==> config.mk <==
export PLATFORM = sky130hd
export DESIGN_NAME = inv_sub_bytes_seq
export DESIGN_NICKNAME = d
export VERILOG_FILES = /design/src/rtl/inv_sub_bytes_seq.sv
export SDC_FILE = /design/constraint.sdc
export NUM_CORES = 1
export LEC_CHECK = 0
export ABC_AREA = 0
export BUFFER_PORTS_ARGS = -buffer_cell sky130_fd_sc_hd__buf_2
export CAP_MARGIN = 15
export CORE_ASPECT_RATIO = 1.25
export CORE_MARGIN = 5
export CORE_UTILIZATION = 50
export CTS_BUF_LIST = sky130_fd_sc_hd__clkbuf_2 sky130_fd_sc_hd__clkbuf_4 sky130_fd_sc_hd__clkbuf_8
export CTS_CLUSTER_DIAMETER = 120
export CTS_CLUSTER_SIZE = 24
export DETAILED_ROUTE_END_ITERATION = 8
export PLACE_DENSITY = 0.73
export SLEW_MARGIN = 30
export SYNTH_ARGS = -nofsm -noshare
export SYNTH_HDL_FRONTEND = slang
export SYNTH_SLANG_ARGS = --single-unit
export TNS_END_PERCENT = 10
==> constraint.sdc <==
create_clock -name clk -period 24.7 [get_ports clk]
set_clock_uncertainty 0.05 [all_clocks]
set_input_delay 4.94 -clock clk [delete_from_list [all_inputs] [get_ports clk]]
set_output_delay 4.94 -clock clk [all_outputs]
set_load 0.01 [all_outputs]
==> src/rtl/inv_sub_bytes_seq.sv <==
// Purpose     : iterative AES InvSubBytes engine; one byte per 8 cycles, S-box computed arithmetically.
// Latency     : out_valid rises on the 8*NBYTES-th edge after the accept edge (128 for NBYTES=16).
// Backpressure: holds the result with in_ready low until out_ready; the next accept is one cycle after handoff.
//
// Ports:
//   clk, rst            - single rising-edge clock, asynchronous active-high reset
//   in_valid/in_ready   - input state handshake; in_data byte 0 is the most significant byte
//   out_valid/out_ready - result handshake; out_data uses the same byte positions as in_data
//   fwd_mode            - only with SUBBYTES_FWD_EN defined: 1 = forward SubBytes, 0 = InvSubBytes
//
// Optional build macro: SUBBYTES_FWD_EN adds the fwd_mode port and the forward S-box path.
module inv_sub_bytes_seq #(
    parameter int         NBYTES = 16,
    parameter logic [7:0] POLY   = 8'h1B
) (
    input  logic                  clk,
    input  logic                  rst,
    input  logic                  in_valid,
    output logic                  in_ready,
    input  logic [8*NBYTES-1:0]   in_data,
`ifdef SUBBYTES_FWD_EN
    input  logic                  fwd_mode,
`endif
    output logic                  out_valid,
    input  logic                  out_ready,
    output logic [8*NBYTES-1:0]   out_data
);

    localparam int IW = (NBYTES > 1) ? $clog2(NBYTES) : 1;
    localparam logic [IW-1:0] LAST_IDX = IW'(NBYTES - 1);

    localparam logic [1:0] S_IDLE = 2'd0;
    localparam logic [1:0] S_LOAD = 2'd1;
    localparam logic [1:0] S_EXP  = 2'd2;
    localparam logic [1:0] S_DONE = 2'd3;

    // Carry-less multiply with interleaved reduction by x^8 + POLY.
    function automatic logic [7:0] gfmul(input logic [7:0] a, input logic [7:0] b);
        logic [7:0] p;
        logic [7:0] aa;
        p  = 8'h00;
        aa = a;
        for (int i = 0; i < 8; i++) begin
            if (b[i]) p = p ^ aa;
            aa = {aa[6:0], 1'b0} ^ (aa[7] ? POLY : 8'h00);
        end
        return p;
    endfunction

    function automatic logic [7:0] rotl(input logic [7:0] a, input int n);
        logic [15:0] t;
        t = {a, a} << n;
        return t[15:8];
    endfunction

`ifdef SUBBYTES_FWD_EN
    function automatic logic [7:0] fwd_affine(input logic [7:0] v);
        return v ^ rotl(v, 1) ^ rotl(v, 2) ^ rotl(v, 3) ^ rotl(v, 4) ^ 8'h63;
    endfunction
`endif

    logic [1:0]            r_state;
    logic [IW-1:0]         r_idx;
    logic [2:0]            r_step;
    logic [8*NBYTES-1:0]   r_in;
    logic [8*NBYTES-1:0]   r_out;
    logic [7:0]            r_x;
    logic [7:0]            r_r;
    logic                  r_out_valid;
`ifdef SUBBYTES_FWD_EN
    logic                  r_fwd;
`endif

    logic [7:0]            w_byte;
    logic [7:0]            w_inv_aff;
    logic [7:0]            w_sq;
    logic [7:0]            w_sqmul;
    logic [7:0]            w_load;
    logic [7:0]            w_res;

    // Select the current input byte; byte 0 sits in the top bits.
    always_comb begin
        w_byte = 8'h00;
        for (int i = 0; i < NBYTES; i++) begin
            if (r_idx == IW'(i)) w_byte = r_in[8*(NBYTES-1-i) +: 8];
        end
    end

    // Inverse affine maps the S-box output back to the field inverse's argument.
    assign w_inv_aff = rotl(w_byte, 1) ^ rotl(w_byte, 3) ^ rotl(w_byte, 6) ^ 8'h05;

    // One square-and-multiply step: r^2 * x. Six of these plus a final square give x^254.
    assign w_sq    = gfmul(r_r, r_r);
    assign w_sqmul = gfmul(w_sq, r_x);

`ifdef SUBBYTES_FWD_EN
    assign w_load = r_fwd ? w_byte : w_inv_aff;
    assign w_res  = r_fwd ? fwd_affine(w_sq) : w_sq;
`else
    assign w_load = w_inv_aff;
    assign w_res  = w_sq;
`endif

    always_ff @(posedge clk or posedge rst) begin
        if (rst) begin
            r_state     <= S_IDLE;
            r_idx       <= '0;
            r_step      <= 3'd0;
            r_in        <= '0;
            r_out       <= '0;
            r_x         <= 8'h00;
            r_r         <= 8'h00;
            r_out_valid <= 1'b0;
`ifdef SUBBYTES_FWD_EN
            r_fwd       <= 1'b0;
`endif
        end else begin
            case (r_state)
                S_IDLE: begin
                    if (in_valid) begin
                        r_in    <= in_data;
                        r_idx   <= '0;
`ifdef SUBBYTES_FWD_EN
                        r_fwd   <= fwd_mode;
`endif
                        r_state <= S_LOAD;
                    end
                end
                S_LOAD: begin
                    r_x     <= w_load;
                    r_r     <= w_load;
                    r_step  <= 3'd0;
                    r_state <= S_EXP;
                end
                S_EXP: begin
                    if (r_step != 3'd6) begin
                        r_r    <= w_sqmul;
                        r_step <= r_step + 3'd1;
                    end else begin
                        r_r <= w_sq;
                        for (int i = 0; i < NBYTES; i++) begin
                            if (r_idx == IW'(i)) r_out[8*(NBYTES-1-i) +: 8] <= w_res;
                        end
                        if (r_idx == LAST_IDX) begin
                            r_out_valid <= 1'b1;
                            r_state     <= S_DONE;
                        end else begin
                            r_idx   <= r_idx + 1'b1;
                            r_state <= S_LOAD;
                        end
                    end
                end
                default: begin
                    // S_DONE: result held until downstream takes it.
                    if (out_ready) begin
                        r_out_valid <= 1'b0;
                        r_state     <= S_IDLE;
                    end
                end
            endcase
        end
    end

    assign in_ready  = (r_state == S_IDLE);
    assign out_valid = r_out_valid;
    assign out_data  = r_out;

endmodule

Word-level counts from Yosys, hierarchy flattened
Index checks and enable logic that the tools add are counted.

cells by class
  add/subtract/negate cells = 2
  eq/ne operators = 23
  mux-type cells = 63
  bitwise logic cells = 33
  reduce and logical (&&, ||, !) cells = 28

operators with widths
  kind                                                                   count
  8-bit 2-to-1 mux                                                       33
  8-bit bitwise XOR                                                      16
  8-bit by 5-bit bitwise XOR with 8-bit output                           14
  5-bit 2-to-1 mux                                                       14
  3-bit AND reduction                                                    17
  4-bit equality test, second input constant                             8
  4-bit by 3-bit equality test with 1-bit output, second input constant  4
  8-bit one-hot mux with 2 select lines                                  1
  4-bit 2-to-1 mux                                                       3
  2-bit != test, second input constant                                   5
  4-bit by 2-bit equality test with 1-bit output, second input constant  2
  2-bit 2-to-1 mux                                                       4
  4-bit one-hot mux with 2 select lines                                  1
  4-bit AND reduction                                                    2
  2-bit one-hot mux with 3 select lines                                  1
  3-bit one-hot mux with 2 select lines                                  1
  2-bit nonzero test                                                     3
  4-bit by 1-bit adder with 4-bit output, second input constant          1
  4-bit by 1-bit equality test with 1-bit output, second input constant  1
  4-bit logical NOT                                                      1
  2-bit AND reduction                                                    2
  4-bit nonzero test                                                     1
  3-bit by 1-bit adder with 3-bit output, second input constant          1
  1-bit 2-to-1 mux                                                       3
  other kinds (9)                                                        10

word-level totals
  register bits after elaboration = 282
  input port bits = 132
  output and inout bits = 130
  logic and storage cells = 172

Longest topological paths before layout
Gate-level depths: netlist of the first run.

  depth after elaboration = 34
  depth in mapped cells = 16

Worst setup path before layout of the first run
No wires, ideal clock.

  path kind = in2reg
  from = in in_valid
  to = reg r_in[67]
  library setup time = 125 ps
  arrival time = 6053 ps
  data required time = 24525 ps
  slack = 18472 ps
  cell stages on the path = 4
  path buffers = 2
  cell sequence = nand2_1 clkbuf_1 clkbuf_1 mux2_2

between the ends
  word-level cells in the longest chain between the ends = 1

RTL lines
  what                                  line  text
  start: declaration                    18    input logic in_valid,
  2-bit AND reduction (no source line)  -
  end signal: assignment                121   r_in <= in_data;
  end: declaration                      65    logic [8*NBYTES-1:0] r_in;

Every way passes these cells.
A chain may end at the register's enable or synchronous reset.

Final worst setup path of the first run
  from = reg r_state[0]
  to = out in_ready

between the ends
  word-level cells in the longest chain between the ends = 1

RTL lines
  what                      line  text
  start: declaration        62    logic [1:0] r_state;
  start signal: assignment  106   r_state <= S_IDLE;
  start signal: assignment  126   r_state <= S_LOAD;
  start signal: assignment  133   r_state <= S_EXP;
  2-bit logical NOT         164   assign in_ready = (r_state == S_IDLE);
  end: declaration          19    output logic in_ready,

Every way passes these cells.

==> summary.txt, run 1 <==
Inserted Clock Buffers: 15
Hold Fails Final Rpt: 0
largest net degree at the start of global routing: 149
Post-synth EDFFs: 0
DRT Pass-1 Iters: 5
CP max stage cell: dfrtp_1
Starting Density: 50.9%
post-synth net total: 1518
post-synth top area share: 49.9%
WL final: 41000 um
Die W: 160 um
FF+latch count, synth: 282
maximum clock path buffer count: 3
Synth area leader: dfrtp_1
worst-margin pin slew: 0.997 ns
flop2flop setup slack: 20.11 ns
DR WL/cell: 21.3 um
crit path DAT: 1.71 ns
Final GP Congestion: 0.935
final instance area: 16000 um^2
fin crit share: 27.1%
Detail Route Antenna Nets: 0
initial antenna violation count: 4
CP Launch Type: register
Vert. Die Dim: 198 um
max-slew violation count: 0
worst path cell trace: inv_1 -> ha_1 -> buf_2
routed vias/inst: 5.83
Crit Path Class: reg2out
Final HPWL DP: 29600 um
Yosys Warn Count: 0
Cell Area, Placed: 15700 um^2
mapped cell area: 14200 um^2
layout cells sized above 1: 29.2%
Critical Path RT: 19.71 ns
family with the most delay on the worst path: flip-flops
cell count after synthesis: 1375
Final TNS setup: 0 ns
Synth cell types: 70
hold_buf cts: 0
WP buf/inv: 2
status: finished, final reports clean
Critical Path Sink Type: primary output
sequential-to-total area share from yosys stat: 49.9%
max frequency: 149 MHz
CTS tree: done
worst relative slew slack: 33.4%
Main synth FF type: dfrtp_1
vias in the first global route: 11100
critical path peak fanout: 8
gr ovfl total: 0
IO Pins: 262
WHS: 0.442 ns
most frequent cells in the layout: dfrtp_1, buf_2, nand2_1, o21ai_0, mux2_2
commonest non-fill, non-tap cell in the layout: dfrtp_1
RSZ-0062 raised after global routing: false
Max Cap Viol: 0
# resized after CTS: 0
post-CTS setup buffers: 0
NumNets Final: 1719
first-pass GRT wire length: 63000 um
clock sinks: 282
row count: 68
IO Port Bufs: 261
clk slew on worst S/H paths: 0.16 ns
worst min path class: reg2reg
H-tree depth: 1
via count: 11300
CTS root buf: clkbuf_8
worst skew pair latency: 0.59 ns
drt drc: 0
Avg Inst Size Synth: 10.3 um^2
Tmin final: 6.70 ns
DR iter-0 viols: 889
area grow syn2layout: 12.8%
ys async rst share: 100%
GRT Resource Usage Total: 25.0%
largest cells by area after synthesis: dfrtp_1, mux2_2, o21ai_0
final setup fails: 0
die area: 31800 um^2
core area: 27800 um^2
max incr delay on CP: 0.47 ns
[synthesized netlist by cell type, drive strengths merged (3+ instances only)]
| master | count |
|---|---|
| o211ai | 4 |
| mux2i | 15 |
| o221ai | 9 |
| o21ai | 184 |
| dfrtp | 282 |
| o22a | 4 |
| and3 | 9 |
| nand2 | 227 |
| o31ai | 4 |
| nand2b | 10 |
| nand3b | 3 |
| nand3 | 18 |
| inv | 22 |
| a2111oi | 4 |
| nor2b | 8 |
| and2 | 3 |
| xor2 | 27 |
| a31oi | 8 |
| a21oi | 60 |
| xnor3 | 9 |
| o21a | 4 |
| a22oi | 11 |
| buf | 15 |
| o2bb2ai | 4 |
| nor2 | 54 |
| mux2 | 135 |
| xnor2 | 75 |
| a32oi | 5 |
| ha | 11 |
| o22ai | 19 |
| a211oi | 3 |
| nor3 | 9 |
| or3 | 3 |
| clkbuf | 79 |
| a221oi | 9 |
[registers in the layout, indices dropped and copies added, names as in the netlist]
signal     count
r_state        2
r_idx          4
r_r            8
out_valid      1
r_step         3
r_x            8
r_in         128
out_data     128
[area by class of cell]
type | count | area (um^2)
clock inverter | 2 | 16.3
timing repair buffer | 278 | 1440
clock buffer | 15 | 206
fill | 2469 | 11900
tap | 350 | 438
antenna | 4 | 10.0
sequential | 282 | 7060
multi-input combinational | 976 | 6690
inverter | 23 | 98.8
[through the flow]
| step | cells | worst slack, ns | utilization, % |
|---|---|---|---|
| after global routing | 1930 | 17.86 | 57.4 |
| after floorplan | 1375 | 11.93 | - |
| after CTS | 1926 | 17.62 | 57.3 |
| after global placement | 1909 | 17.04 | 56.5 |
| after detailed placement | 1909 | 17.00 | 56.5 |
| final | 1930 | 18.00 | 57.4 |
[routing by layer]
layer	share of wire [%]	up-vias	global-route usage, %
met5	0	-	0
li1	-	5160	-
met1	39	5556	32.0
met3	6.5	103	3.79
met4	3.7	0	9.12
met2	50	441	43.1
[path summary, 6_finish.rpt]
path	from	cells after the start	end
min reg2reg	out_data[89]$_DFFE_PP0P_	2	out_data[89]$_DFFE_PP0P_
max	r_state[0]$_DFFE_PP0P_	3	in_ready
max reg2reg	r_idx[0]$_DFFE_PP0P_	13	r_r[3]$_DFFE_PP0N_
min in group asynchronous	rst	2	r_in[1]$_DFFE_PP0P_
min	out_data[89]$_DFFE_PP0P_	2	out_data[89]$_DFFE_PP0P_
max in group asynchronous	rst	4	r_in[11]$_DFFE_PP0P_
[logic make-up (layout without fill, tap and decap cells)]
| kind of cell | count (synthesis) | in the layout | synth area share [%] |
|---|---|---|---|
| flops | 282 | 282 | 49.9 |
| xor+xnor | 113 | 113 | 8.81 |
| fa+ha+maj | 11 | 11 | 0.972 |
| mux | 151 | 151 | 12.0 |
| compound gates | 346 | 346 | 14.5 |
| buf+inv | 117 | 318 | 3.23 |
| simple gates | 355 | 355 | 10.7 |
| other cells | 0 | 4 | 0 |
[tightest hold or removal path, cell delays in order (launching register included)]
cell,delay (ns)
dfrtp_1,0.36
nand2_1,0.04
o21ai_0,0.06
Power of run 1 is left out: the tool's default activity adds up to more than one toggle a clock period on the data nets, which glitch-free logic cannot reach.
==> run 2: changes to the inputs <==
clock period = 6.86 ns   (was 24.7 ns; I/O delays follow)
==> run 2 against run 1 <==
Net effect: critical path depth up 9; register-to-register slack worse by 18 ns; via count down 0.71%; final area up 0.16%; critical path type is now reg2reg.
==> summary.txt, run 2 (synthesis results as in run 1) <==
final setup fails: 0
gr ovfl total: 0
RSZ-0062 raised after global routing: false
GRT Resource Usage Total: 25.6%
CP Launch Type: register
fin crit share: 63.5%
commonest non-fill, non-tap cell in the layout: dfrtp_1
# resized after CTS: 0
worst relative slew slack: 32.6%
WL final: 41700 um
Crit Path Class: reg2reg
max frequency: 229 MHz
critical path peak fanout: 28
Tmin final: 4.36 ns
worst path cell trace: ha_1 -> nor2b_1 -> xnor2_1 -> a22oi_2 -> xnor2_4 -> xor2_4 -> xnor3_1 -> xor2_1 -> nand2_1 -> xnor2_1 -> a2111oi_0 -> a2111oi_1
post-CTS setup buffers: 0
hold_buf cts: 0
IO Port Bufs: 261
Hold Fails Final Rpt: 0
CP max stage cell: xor2_4
Inserted Clock Buffers: 15
worst-margin pin slew: 1.00 ns
max incr delay on CP: 0.70 ns
die area: 31800 um^2
Detail Route Antenna Nets: 0
CTS root buf: clkbuf_8
status: finished, final reports clean
crit path DAT: 4.75 ns
area grow syn2layout: 13.0%
layout cells sized above 1: 29.1%
core area: 27800 um^2
initial antenna violation count: 2
Final HPWL DP: 30900 um
maximum clock path buffer count: 3
Starting Density: 50.9%
largest net degree at the start of global routing: 165
routed vias/inst: 5.80
CTS tree: done
H-tree depth: 1
met1 WL: 16400 um
Vert. Die Dim: 198 um
Max Cap Viol: 0
DRT Pass-1 Iters: 6
first-pass GRT wire length: 64400 um
drt drc: 0
Crit path top cell by count: xnor2_1
row count: 68
Die W: 160 um
NumNets Final: 1718
worst skew pair latency: 0.56 ns
clk slew on worst S/H paths: 0.15 ns
vias in the first global route: 11100
via count: 11200
IO Pins: 262
DR WL/cell: 21.7 um
met3 wire len: 2780 um
max layer used: met4
max-slew violation count: 0
Critical Path Sink Type: register
worst min path class: reg2reg
DR WL met2: 21000 um
Final GP Congestion: 0.980
DR iter-0 viols: 1011
Final TNS setup: 0 ns
most frequent cells in the layout: dfrtp_1, buf_2, nand2_1, o21ai_0, mux2_2
clock sinks: 282
Critical Path RT: 7.25 ns
-- run 2: stage by stage --
| stage | cell area (um^2) | std cells | utilization (%) | hold WS, ns | setup slack, ns |
|---|---|---|---|---|---|
| floorplan | 14200 | 1375 | - | 0.420 | 1.70 |
| global placement | 15700 | 1907 | 56.5 | 0.407 | 2.55 |
| global route | 16000 | 1927 | 57.5 | 0.468 | 2.19 |
| CTS | 15900 | 1924 | 57.3 | 0.446 | 2.36 |
| finish | 16000 | 1927 | 57.5 | 0.441 | 2.50 |
| detailed placement | 15700 | 1907 | 56.5 | 0.415 | 2.42 |
-- run 2: cell type report --
type / count / area, um^2
multi-input combinational: 976 / 6710
clock buffer: 15 / 206
clock inverter: 2 / 16.3
fill: 2409 / 11800
tap: 350 / 438
timing repair buffer: 277 / 1460
inverter: 23 / 90.1
antenna: 2 / 5.00
sequential: 282 / 7060
-- run 2: layer usage --
metal,track usage [%],vias up
met4,9.75,0
met1,32.5,5448
li1,-,5164
met3,4.12,87
met2,44.2,481
met5,0,-
-- run 2: path summary, 6_finish.rpt --
check	from	end	slack (ns)	depth (start not counted)
hold / removal	out_data[45]$_DFFE_PP0P_	out_data[45]$_DFFE_PP0P_	0.44	2
min in group asynchronous	rst	r_in[103]$_DFFE_PP0P_	0.88	2
setup reg to reg	r_r[7]$_DFFE_PP0N_	r_r[3]$_DFFE_PP0N_	2.50	12
max in group asynchronous	rst	out_data[93]$_DFFE_PP0P_	4.26	4
hold reg to reg	out_data[45]$_DFFE_PP0P_	out_data[45]$_DFFE_PP0P_	0.44	2
setup / recovery	r_r[7]$_DFFE_PP0N_	r_r[3]$_DFFE_PP0N_	2.50	12
-- run 2: worst max-delay path: cells and delay by family, from the launching register on --
family	cells	cell delay, ns
xor gates and xnor gates	6	2.14
DFF	1	0.69
AOI/OAI and AO/OA	3	0.65
adders and majority gates	1	0.42
and+or+nand+nor	2	0.28
Power of run 2 is left out for the same reason.
==> run 3: changes to the inputs <==
PLACE_DENSITY = 0.76   (was 0.73)
clock period = 3.6 ns   (was 6.86 ns; I/O delays follow)
==> run 3 against run 2 <==
Net effect: hold slack worse by 0.12 ns; final area is 4.3% higher; flip-flop and latch count stayed put; register-to-register slack worse by 2.3 ns; worst setup slack worse by 2.3 ns; sequential share of layout area is 1.8 points lower; non-clock buffer count is 76 higher; utilization is 2.5 points higher; via count is 4.5% higher; highest routed layer unchanged; first-iteration DRC count is 7.5% lower.
==> summary.txt, run 3 (synthesis results as in run 1) <==
status: finished, final reports clean
register area: 7060 um^2
gr ovfl total: 0
crit path DAT: 3.85 ns
H-tree depth: 1
max frequency: 290 MHz
Final GP Congestion: 0.999
IO Port Bufs: 261
CTS tree: done
row count: 68
Final HPWL DP: 32600 um
most frequent cells in the layout: dfrtp_1, buf_2, nand2_1, o21ai_0, mux2_2
R2R cell count: 14
via count: 11700
commonest non-fill, non-tap cell in the layout: dfrtp_1
CP Launch Type: register
area grow syn2layout: 17.8%
Critical Path Sink Type: register
fin crit share: 95.8%
Cell Area, Placed: 16300 um^2
initial antenna violation count: 2
WL final: 43200 um
worst min path class: in2reg
critical path peak fanout: 19
layout cells sized above 1: 33.6%
Critical Path RT: 4.01 ns
DRT Pass-1 Iters: 7
DR WL/cell: 21.6 um
worst skew pair latency: 0.57 ns
Crit Path Class: reg2reg
Hold Fails Final Rpt: 0
vias in the first global route: 11500
GRT Resource Usage Total: 26.2%
Die W: 160 um
maximum clock path buffer count: 3
worst relative slew slack: 42.7%
multi-input logic area: 6800 um^2
largest net degree at the start of global routing: 126
dpl ws: 0.0453 ns
clock sinks: 282
max-slew violation count: 0
CTS root buf: clkbuf_8
routed vias/inst: 5.83
Vert. Die Dim: 198 um
die area: 31800 um^2
Detail Route Antenna Nets: 0
final setup margin: 0.152 ns
hold depth: 2
first-pass GRT wire length: 66000 um
IO Pins: 262
Inserted Clock Buffers: 15
final setup fails: 0
Starting Density: 50.9%
Tmin final: 3.45 ns
DR iter-0 viols: 935
clk slew on worst S/H paths: 0.15 ns
worst-margin pin slew: 0.860 ns
Max Cap Viol: 0
final instance area: 16700 um^2
NumNets Final: 1794
core area: 27800 um^2
post-layout util: 59.9%
Fillers: 2322
drt drc: 0
RSZ-0062 raised after global routing: true
==> run 3: worst paths after layout <==
path | startpoint | endpoint | slack (ns)
max | r_idx[0]$_DFFE_PP0P_ | r_r[2]$_DFFE_PP0N_ | 0.15
min | in_data[41] | r_in[41]$_DFFE_PP0P_ | 0.32
max reg2reg | r_idx[0]$_DFFE_PP0P_ | r_r[2]$_DFFE_PP0N_ | 0.15
min reg2reg | out_data[95]$_DFFE_PP0P_ | out_data[95]$_DFFE_PP0P_ | 0.44
max in group asynchronous | rst | out_data[50]$_DFFE_PP0P_ | 1.91
min in group asynchronous | rst | r_in[1]$_DFFE_PP0P_ | 0.53
==> run 3: cell type report <==
class	count	area share, %
Sequential cell	282	42.3
Multi-Input combinational cell	976	40.8
Timing Repair Buffer	353	12.4
Tap cell	350	2.63
Clock buffer	15	1.24
Inverter	23	0.540
Clock inverter	2	0.0975
Antenna cell	2	0.0300
==> run 3: critical path, stage by stage, from the launching register on <==
cell,delay (ns)
dfrtp_1,0.46
inv_1,0.11
ha_1,0.23
buf_4,0.22
nor2b_1,0.15
o21ai_0,0.31
a221oi_2,0.11
o221ai_1,0.27
a21oi_1,0.12
o21ai_1,0.25
xor2_1,0.27
xor2_1,0.32
o221ai_1,0.25
o21ai_0,0.13
o21ai_0,0.10
==> run 3: metal layers <==
metal	routed length (um)	global-route usage, %	up-vias	part of all wire, %
met5	0	0	-	0
met4	1650	9.09	0	3.8
met3	2070	3.21	113	4.8
met2	22200	46.7	467	51
met1	17300	33.2	5783	40
li1	-	-	5316	-
==> run 3: per-stage QoR <==
| stage | hold slack (ns) | instances | setup TNS (ns) |
|---|---|---|---|
| floorplan | 0.420 | 1375 | -255.29 |
| global placement | 0.407 | 1980 | 0 |
| detailed placement | 0.418 | 1980 | 0 |
| CTS | 0.295 | 1998 | 0 |
| global route | 0.299 | 2003 | -0.0525 |
| finish | 0.318 | 2003 | 0 |
==> run 3: repair_timing <==
item                                   CTS  global route
buffers inserted                         0             3
setup endpoints to repair                0             7
resized for setup                        0            27
endpoints found under the hold margin    1             0
hold buffers                             1             0
Power of run 3 is left out for the same reason.
